**config.mk**
```make
export PLATFORM = sky130hd
export DESIGN_NAME = mem_arbiter
export DESIGN_NICKNAME = d
export VERILOG_FILES = /design/src/rtl/mem_arbiter.sv
export SDC_FILE = /design/constraint.sdc
export NUM_CORES = 1
export LEC_CHECK = 0
export ABC_AREA = 1
export CAP_MARGIN = 20
export CORE_UTILIZATION = 42
export CTS_BUF_LIST = sky130_fd_sc_hd__clkbuf_16
export DETAILED_ROUTE_END_ITERATION = 6
export MAX_ROUTING_LAYER = met4
export PLACE_DENSITY_LB_ADDON = 0.05
export SKIP_CTS_REPAIR_TIMING = 1
export SYNTH_ARGS = -nofsm -noshare
export SYNTH_HDL_FRONTEND = slang
export SYNTH_SLANG_ARGS = --single-unit
```
**constraint.sdc**
```tcl
create_clock -name clk -period 2 [get_ports clk]
set_input_delay 0.4 -clock clk [delete_from_list [all_inputs] [get_ports clk]]
set_output_delay 0.4 -clock clk [all_outputs]
set_load 0.05 [all_outputs]
```
**src/rtl/mem_arbiter.sv**
```systemverilog
// mem_arbiter: shares one single-port memory between the fetch stage
// (instruction port, read-only) and the memory stage (data port).
// One transaction is outstanding at a time; it is sequenced through
// IDLE -> ISSUE -> (WAIT) -> RESP and the response is routed to its owner.
//
// Optional build macro: MEM_ARBITER_ROUND_ROBIN_EN
//   defined   - ties in IDLE go to the port not granted last time
//   undefined - fixed priority, data port over instruction port
//
// Handshake semantics: a request transfers on a rising edge where both
// valid and ready are 1. Requesters hold valid and all request fields
// stable until that edge; ready is only ever offered in IDLE and only to
// the granted port. On the memory side mem_valid and the mem_* fields stay
// stable until the edge where mem_ready is 1. Response pulses
// (i_rsp_valid, d_rsp_valid, mem_rsp_valid) are single-cycle with no ready.
//
// dbg_state exposes the FSM: 0=IDLE, 1=ISSUE, 2=WAIT, 3=RESP.
module mem_arbiter #(
    parameter int ADDR_WIDTH = 32,
    parameter int DATA_WIDTH = 32
) (
    input  logic                    clk,
    input  logic                    reset,
    input  logic                    i_req_valid,
    output logic                    i_req_ready,
    input  logic [ADDR_WIDTH-1:0]   i_req_addr,
    output logic                    i_rsp_valid,
    output logic [DATA_WIDTH-1:0]   i_rsp_data,
    input  logic                    d_req_valid,
    output logic                    d_req_ready,
    input  logic [ADDR_WIDTH-1:0]   d_req_addr,
    input  logic                    d_req_write,
    input  logic [DATA_WIDTH-1:0]   d_req_wdata,
    input  logic [DATA_WIDTH/8-1:0] d_req_wstrb,
    output logic                    d_rsp_valid,
    output logic [DATA_WIDTH-1:0]   d_rsp_data,
    output logic                    mem_valid,
    input  logic                    mem_ready,
    output logic [ADDR_WIDTH-1:0]   mem_addr,
    output logic                    mem_write,
    output logic [DATA_WIDTH-1:0]   mem_wdata,
    output logic [DATA_WIDTH/8-1:0] mem_wstrb,
    input  logic                    mem_rsp_valid,
    input  logic [DATA_WIDTH-1:0]   mem_rsp_data,
    output logic [1:0]              dbg_state
);

    localparam int STRB_WIDTH = DATA_WIDTH / 8;

    typedef enum logic [1:0] {
        IDLE  = 2'd0,
        ISSUE = 2'd1,
        WAIT  = 2'd2,
        RESP  = 2'd3
    } state_t;

    state_t                  state;
    state_t                  state_nx;
    logic                    grant_i;
    logic                    grant_d;
    logic                    capture;
    logic                    owner;      // 0 = instruction port, 1 = data port
    logic [ADDR_WIDTH-1:0]   hold_addr;
    logic                    hold_write;
    logic [DATA_WIDTH-1:0]   hold_wdata;
    logic [STRB_WIDTH-1:0]   hold_wstrb;

`ifdef MEM_ARBITER_ROUND_ROBIN_EN
    logic last_grant;                    // 0 = instruction port, 1 = data port

    // Remember who won the most recent handshake so the next tie flips.
    always_ff @(posedge clk) begin
        if (reset) begin
            last_grant <= 1'b0;
        end else if (grant_i || grant_d) begin
            last_grant <= grant_d;
        end
    end

    // Grant in IDLE only; a tie goes to the port that did not win last time.
    always_comb begin
        grant_i = 1'b0;
        grant_d = 1'b0;
        if (state == IDLE) begin
            if (i_req_valid && d_req_valid) begin
                grant_d = ~last_grant;
                grant_i = last_grant;
            end else begin
                grant_d = d_req_valid;
                grant_i = i_req_valid;
            end
        end
    end
`else
    // Grant in IDLE only; the data port always wins a tie.
    always_comb begin
        grant_i = 1'b0;
        grant_d = 1'b0;
        if (state == IDLE) begin
            grant_d = d_req_valid;
            grant_i = i_req_valid & ~d_req_valid;
        end
    end
`endif

    // Ready is the grant itself, so a grant is always a completed handshake.
    assign i_req_ready = grant_i;
    assign d_req_ready = grant_d;
    assign dbg_state   = state;

    // FSM state register.
    always_ff @(posedge clk) begin
        if (reset) begin
            state <= IDLE;
        end else begin
            state <= state_nx;
        end
    end

    // Next state, memory-side outputs and response pulses.
    always_comb begin
        state_nx    = state;
        capture     = 1'b0;
        mem_valid   = 1'b0;
        mem_addr    = '0;
        mem_write   = 1'b0;
        mem_wdata   = '0;
        mem_wstrb   = '0;
        i_rsp_valid = 1'b0;
        d_rsp_valid = 1'b0;
        case (state)
            IDLE: begin
                if (grant_i || grant_d) begin
                    state_nx = ISSUE;
                end
            end
            ISSUE: begin
                mem_valid = 1'b1;
                mem_addr  = hold_addr;
                mem_write = hold_write;
                mem_wdata = hold_wdata;
                mem_wstrb = hold_wstrb;
                if (mem_ready) begin
                    if (mem_rsp_valid) begin
                        capture  = 1'b1;
                        state_nx = RESP;
                    end else begin
                        state_nx = WAIT;
                    end
                end
            end
            WAIT: begin
                if (mem_rsp_valid) begin
                    capture  = 1'b1;
                    state_nx = RESP;
                end
            end
            RESP: begin
                i_rsp_valid = ~owner;
                d_rsp_valid = owner;
                state_nx    = IDLE;
            end
            default: begin
                state_nx = IDLE;
            end
        endcase
    end

    // Latch the winning request; fetches are reads with no byte enables.
    always_ff @(posedge clk) begin
        if (reset) begin
            owner      <= 1'b0;
            hold_addr  <= '0;
            hold_write <= 1'b0;
            hold_wdata <= '0;
            hold_wstrb <= '0;
        end else if (grant_i || grant_d) begin
            owner      <= grant_d;
            hold_addr  <= grant_d ? d_req_addr : i_req_addr;
            hold_write <= grant_d & d_req_write;
            hold_wdata <= grant_d ? d_req_wdata : '0;
            hold_wstrb <= grant_d ? d_req_wstrb : '0;
        end
    end

    // Response data lands in the owner's register on the edge entering RESP
    // and then holds until the next response for that port.
    always_ff @(posedge clk) begin
        if (reset) begin
            i_rsp_data <= '0;
            d_rsp_data <= '0;
        end else if (capture) begin
            if (owner) begin
                d_rsp_data <= mem_rsp_data;
            end else begin
                i_rsp_data <= mem_rsp_data;
            end
        end
    end

endmodule
```
; Word level (Yosys, flattened, before mapping)
; Cells that the tools add are included.
[op_classes]
n_eq_ne = 6
n_mux = 20
bitwise = 4
n_reduce_logical = 5
[ops]
columns = op, count
row1 = 2-to-1 mux 32 bit, 4
row2 = 2-to-1 mux 1 bit, 9
row3 = 2-to-1 mux 4 bit, 2
row4 = one-hot mux 2 bit (4 select lines), 1
row5 = 2-to-1 mux 2 bit, 3
row6 = == test 2 bit (second input constant), 2
row7 = inequality test 2 bit (second input constant), 2
row8 = AND reduction 2 bit, 2
row9 = AND reduction 3 bit, 1
row10 = bitwise AND 1 bit, 2
row11 = == test 2 x 1 -> 1 bit (second input constant), 1
row12 = logical NOT 2 bit, 1
row13 = inequality test 2 x 1 -> 1 bit (second input constant), 1
row14 = NOT 1 bit, 2
row15 = one-hot mux 1 bit (2 select lines), 1
row16 = logical OR 1 bit, 1
[word_totals]
register_bits = 136

; Longest topological paths before layout
[depth]
ltp_word = 6
mapped_depth = 10
depth_no_buf = 8

; Worst setup path after synthesis
; No wires, ideal clock.
[synth_path]
path_kind = flip-flop to output port
startpoint = reg state[0] (netlist: dbg_state[0])
endpoint = out mem_addr[15]
arrival_time_ps = 2347
required_ps = 1600
slack_ps = -747
path_stages_with_launch = 7
path_buffers = 3
cell_sequence = dfxtp_1 > ha_1 > buf_4 > buf_2 > buf_1 > nand2_1 > inv_1
[synth_via]
elab_chain_cells = 2
[synth_rtl]
columns = element, line_no
row1 = from (decl), 57  ; state_t state;
row2 = from (signal assigned), 116  ; state <= state_nx;
row3 = == test 2 x 1 -> 1 bit, 131  ; case (state)
row4 = 2-to-1 mux 32 bit, 131
row5 = to (decl), 39  ; output logic [ADDR_WIDTH-1:0] mem_addr,
; No other way between the ends.

; Worst setup path in the final report
[layout_path]
startpoint = reg state[1] (netlist: dbg_state[1])
endpoint = out mem_addr[17]
; Same word-level chain as after synthesis.

==> metrics <==
cells after synthesis=between 900 and 1,000; Final Hold Slack=455 ps; Reg2Reg Setup Slack=between 200 and 250 ps; # fillers=about 1,100; H-tree depth=4; CP endpoint kind=output port; Die X=around 120 µm; CP Buf/Inv Count=4; slowest stage cell, crit path=dfxtp_4; total global-route track usage=approximately 25%; Synthesis Warnings=0; first-pass GRT wire length=28,700 µm; syn nets=~1,100; die height=between 100 and 150 µm; Core Region=approximately 0.014 mm²; residual DRC count=0; DR pass1 iterations=6; max-slew violations=0; clock root cell=clkbuf_16; IO Count=279; final instance area=0.0107 mm²; CTS clk-pin slew, worst paths=around 60 ps; input/output buffers=278; worst path required time=around 1600 ps; worst skew pair latency=410 ps; worst path cell trace=inv_4 > ha_4 > buf_4 > nand2_2 > clkinvlp_4 > buf_12; Setup crit start kind=flip-flop; CP peak stage delay=390 ps; HP Class=in2reg; final setup vio count=0; sequential area share after synthesis=44.1%; clock sink total=roughly 140; cell family with most CP delay=buffers and inverters; Avg WL per Cell=between 10 and 15 µm; status=complete, no violations; Max Buffers Root-to-Sink=2; Layout area overhead=73.1%; Synth Cell Area=roughly 0.006 mm²; crit path DAT=1590 ps; CTS tree=done; final WL=roughly 19,000 µm; Max Cap Viol=0; Antenna Nets Post-Route=0; row cnt=43; P per Cell Area=roughly 1100 mW/mm²; Die ar.=approximately 0.015 mm²; Slew @ Worst Pin=a little under 800 ps; clk_skew=8.02 ps; largest net degree at the start of global routing=71; post-DP HPWL=12,900 µm; Max FO, Critical Path=8; RSZ-0062 raised after global routing=true; Tmin final=1990 ps; Leak=5.55 nW; Mean Syn Cell Area=6.18 µm²; Sum Neg Setup Slack=0 ps; Peak VDD IR=622 µV; Starting Density=a little over two fifths; flops & latches, synth=about 140; CP Class=reg2out; routed vias/inst=~4.5; RePlAce Congestion=roughly 0.8; via count=about 6,500; share of cells above drive strength 1=15.2%; vias in the first global route=roughly 6,000; max frequency=0.503 GHz; final design utilization=around three quarters; starting DRC count in detailed routing=between 300 and 400; ratio of final minimum period to clock period=between 90 and 100%; initial antenna violation count=0; TritonCTS buffer count=17; count of cell types in the netlist=15; relative slew slack=between 40% and 50%; Hold Violations, Final=0; number of nets in the layout=approximately 1,400; dpl cell area=~0.01 mm²; GRT Residual Overflow=0
metal layers:
| layer | vias to the layer above | GRT usage [%] | part of all wire (%) | wire length [µm] |
|---|---|---|---|---|
| met5 | - | - | 0 | 0 |
| met4 | 0 | 9.86 | 2.2 | 414 |
| met3 | 30 | 6.50 | 7.3 | 1380 |
| met2 | 219 | 41.7 | 49 | 9290 |
| met1 | 2857 | 28.9 | 41 | 7790 |
| li1 | 3435 | - | - | - |
final timing paths:
check / startpoint / to / cells past startpoint
max: dbg_state[1] / mem_addr[17] / 6
min: reset / i_rsp_data[0] / 4
max reg2reg: dbg_state[1] / d_rsp_data[31] / 11
min reg2reg: hold_wdata[15] / hold_wdata[15] / 2
cell usage after synthesis:
cell type | number | area share [%]
a21oi_1 | 72 | 5.8
buf_1 | 2 | 0.12
buf_2 | 32 | 2.6
buf_4 | 5 | 0.61
clkbuf_1 | 16 | 0.97
dfxtp_1 | 136 | 44
ha_1 | 4 | 0.81
inv_1 | 146 | 8.9
inv_2 | 2 | 0.12
nand2_1 | 438 | 27
nand2_2 | 2 | 0.20
nand3_1 | 4 | 0.32
nand3_2 | 2 | 0.32
nor2_1 | 136 | 8.3
nor3b_1 | 1 | 0.12
worst register-to-register path, delay by kind of cell, from the launching register on:
family | cells | cell delay [ps]
DFF | 1 | 390
buffers and inverters | 4 | 600
and+or+nand+nor | 6 | 490
adders and majority gates | 1 | 210
final cells by class:
cell class	instances	area [µm²]	area share, %
flip-flops and latches	136	2730	25.6
repair buffers	302	3860	36.1
diodes	1	2.50	0.0234
inverters	148	598	5.60
well taps	180	225	2.11
multi-input cells	659	2670	25.0
clock buffers	17	425	3.98
clock inverters	14	169	1.58
sequential cells by signal, summed over array words and instances (netlist names):
name	count
d_rsp_data	32
dbg_state	2
hold_addr	32
hold_wdata	32
hold_write	1
hold_wstrb	4
i_rsp_data	32
owner	1
cells by family (layout without fill, tap and decap cells):
kind of cell	after synthesis	count (layout)	share of synthesized area, %
buffers and inverters	203	481	13.3
AND/OR/NAND/NOR	583	583	35.9
flip-flops	136	136	44.1
other	0	1	0
AO/OA/AOI/OAI	72	72	5.84
adder cells (fa/ha/maj)	4	4	0.811
metrics by stage:
step                setup slack [ps]  power [mW]  cells
finish                          13.6        12.2   1457
CTS                             -149        12.1   1451
detailed placement               168        8.87   1420
global placement                 204        8.81   1420
floorplan                       20.0        6.81    998
global route                   -33.1        12.9   1456
power breakdown:
group / internal [mW] / total [mW] / switching, mW
sequential: 3.23 / 3.50 / 0.276
clock: 2.05 / 3.19 / 1.14
combinational: 2.15 / 5.52 / 3.38
layout by cell type (no fill, tap or decap), types with 2 or more instances in the layout:
| cell | netlist | final |
|---|---|---|
| nor2_1 | 136 | 135 |
| a21oi_1 | 72 | 72 |
| buf_12 | 0 | 81 |
| dfxtp_4 | 0 | 2 |
| clkbuf_16 | 0 | 18 |
| nand3_2 | 2 | 2 |
| bufinv_16 | 0 | 4 |
| inv_4 | 0 | 2 |
| clkinvlp_4 | 0 | 11 |
| buf_4 | 5 | 17 |
| dlymetal6s2s_1 | 0 | 23 |
| clkinv_2 | 0 | 2 |
| nand2_2 | 2 | 10 |
| nand2_1 | 438 | 430 |
| buf_2 | 32 | 2 |
| dfxtp_1 | 136 | 134 |
| nand3_1 | 4 | 4 |
| inv_1 | 146 | 104 |
| clkdlybuf4s50_1 | 0 | 176 |
| inv_2 | 2 | 37 |
| ha_1 | 4 | 2 |
Power figures use the tool's default switching activity.
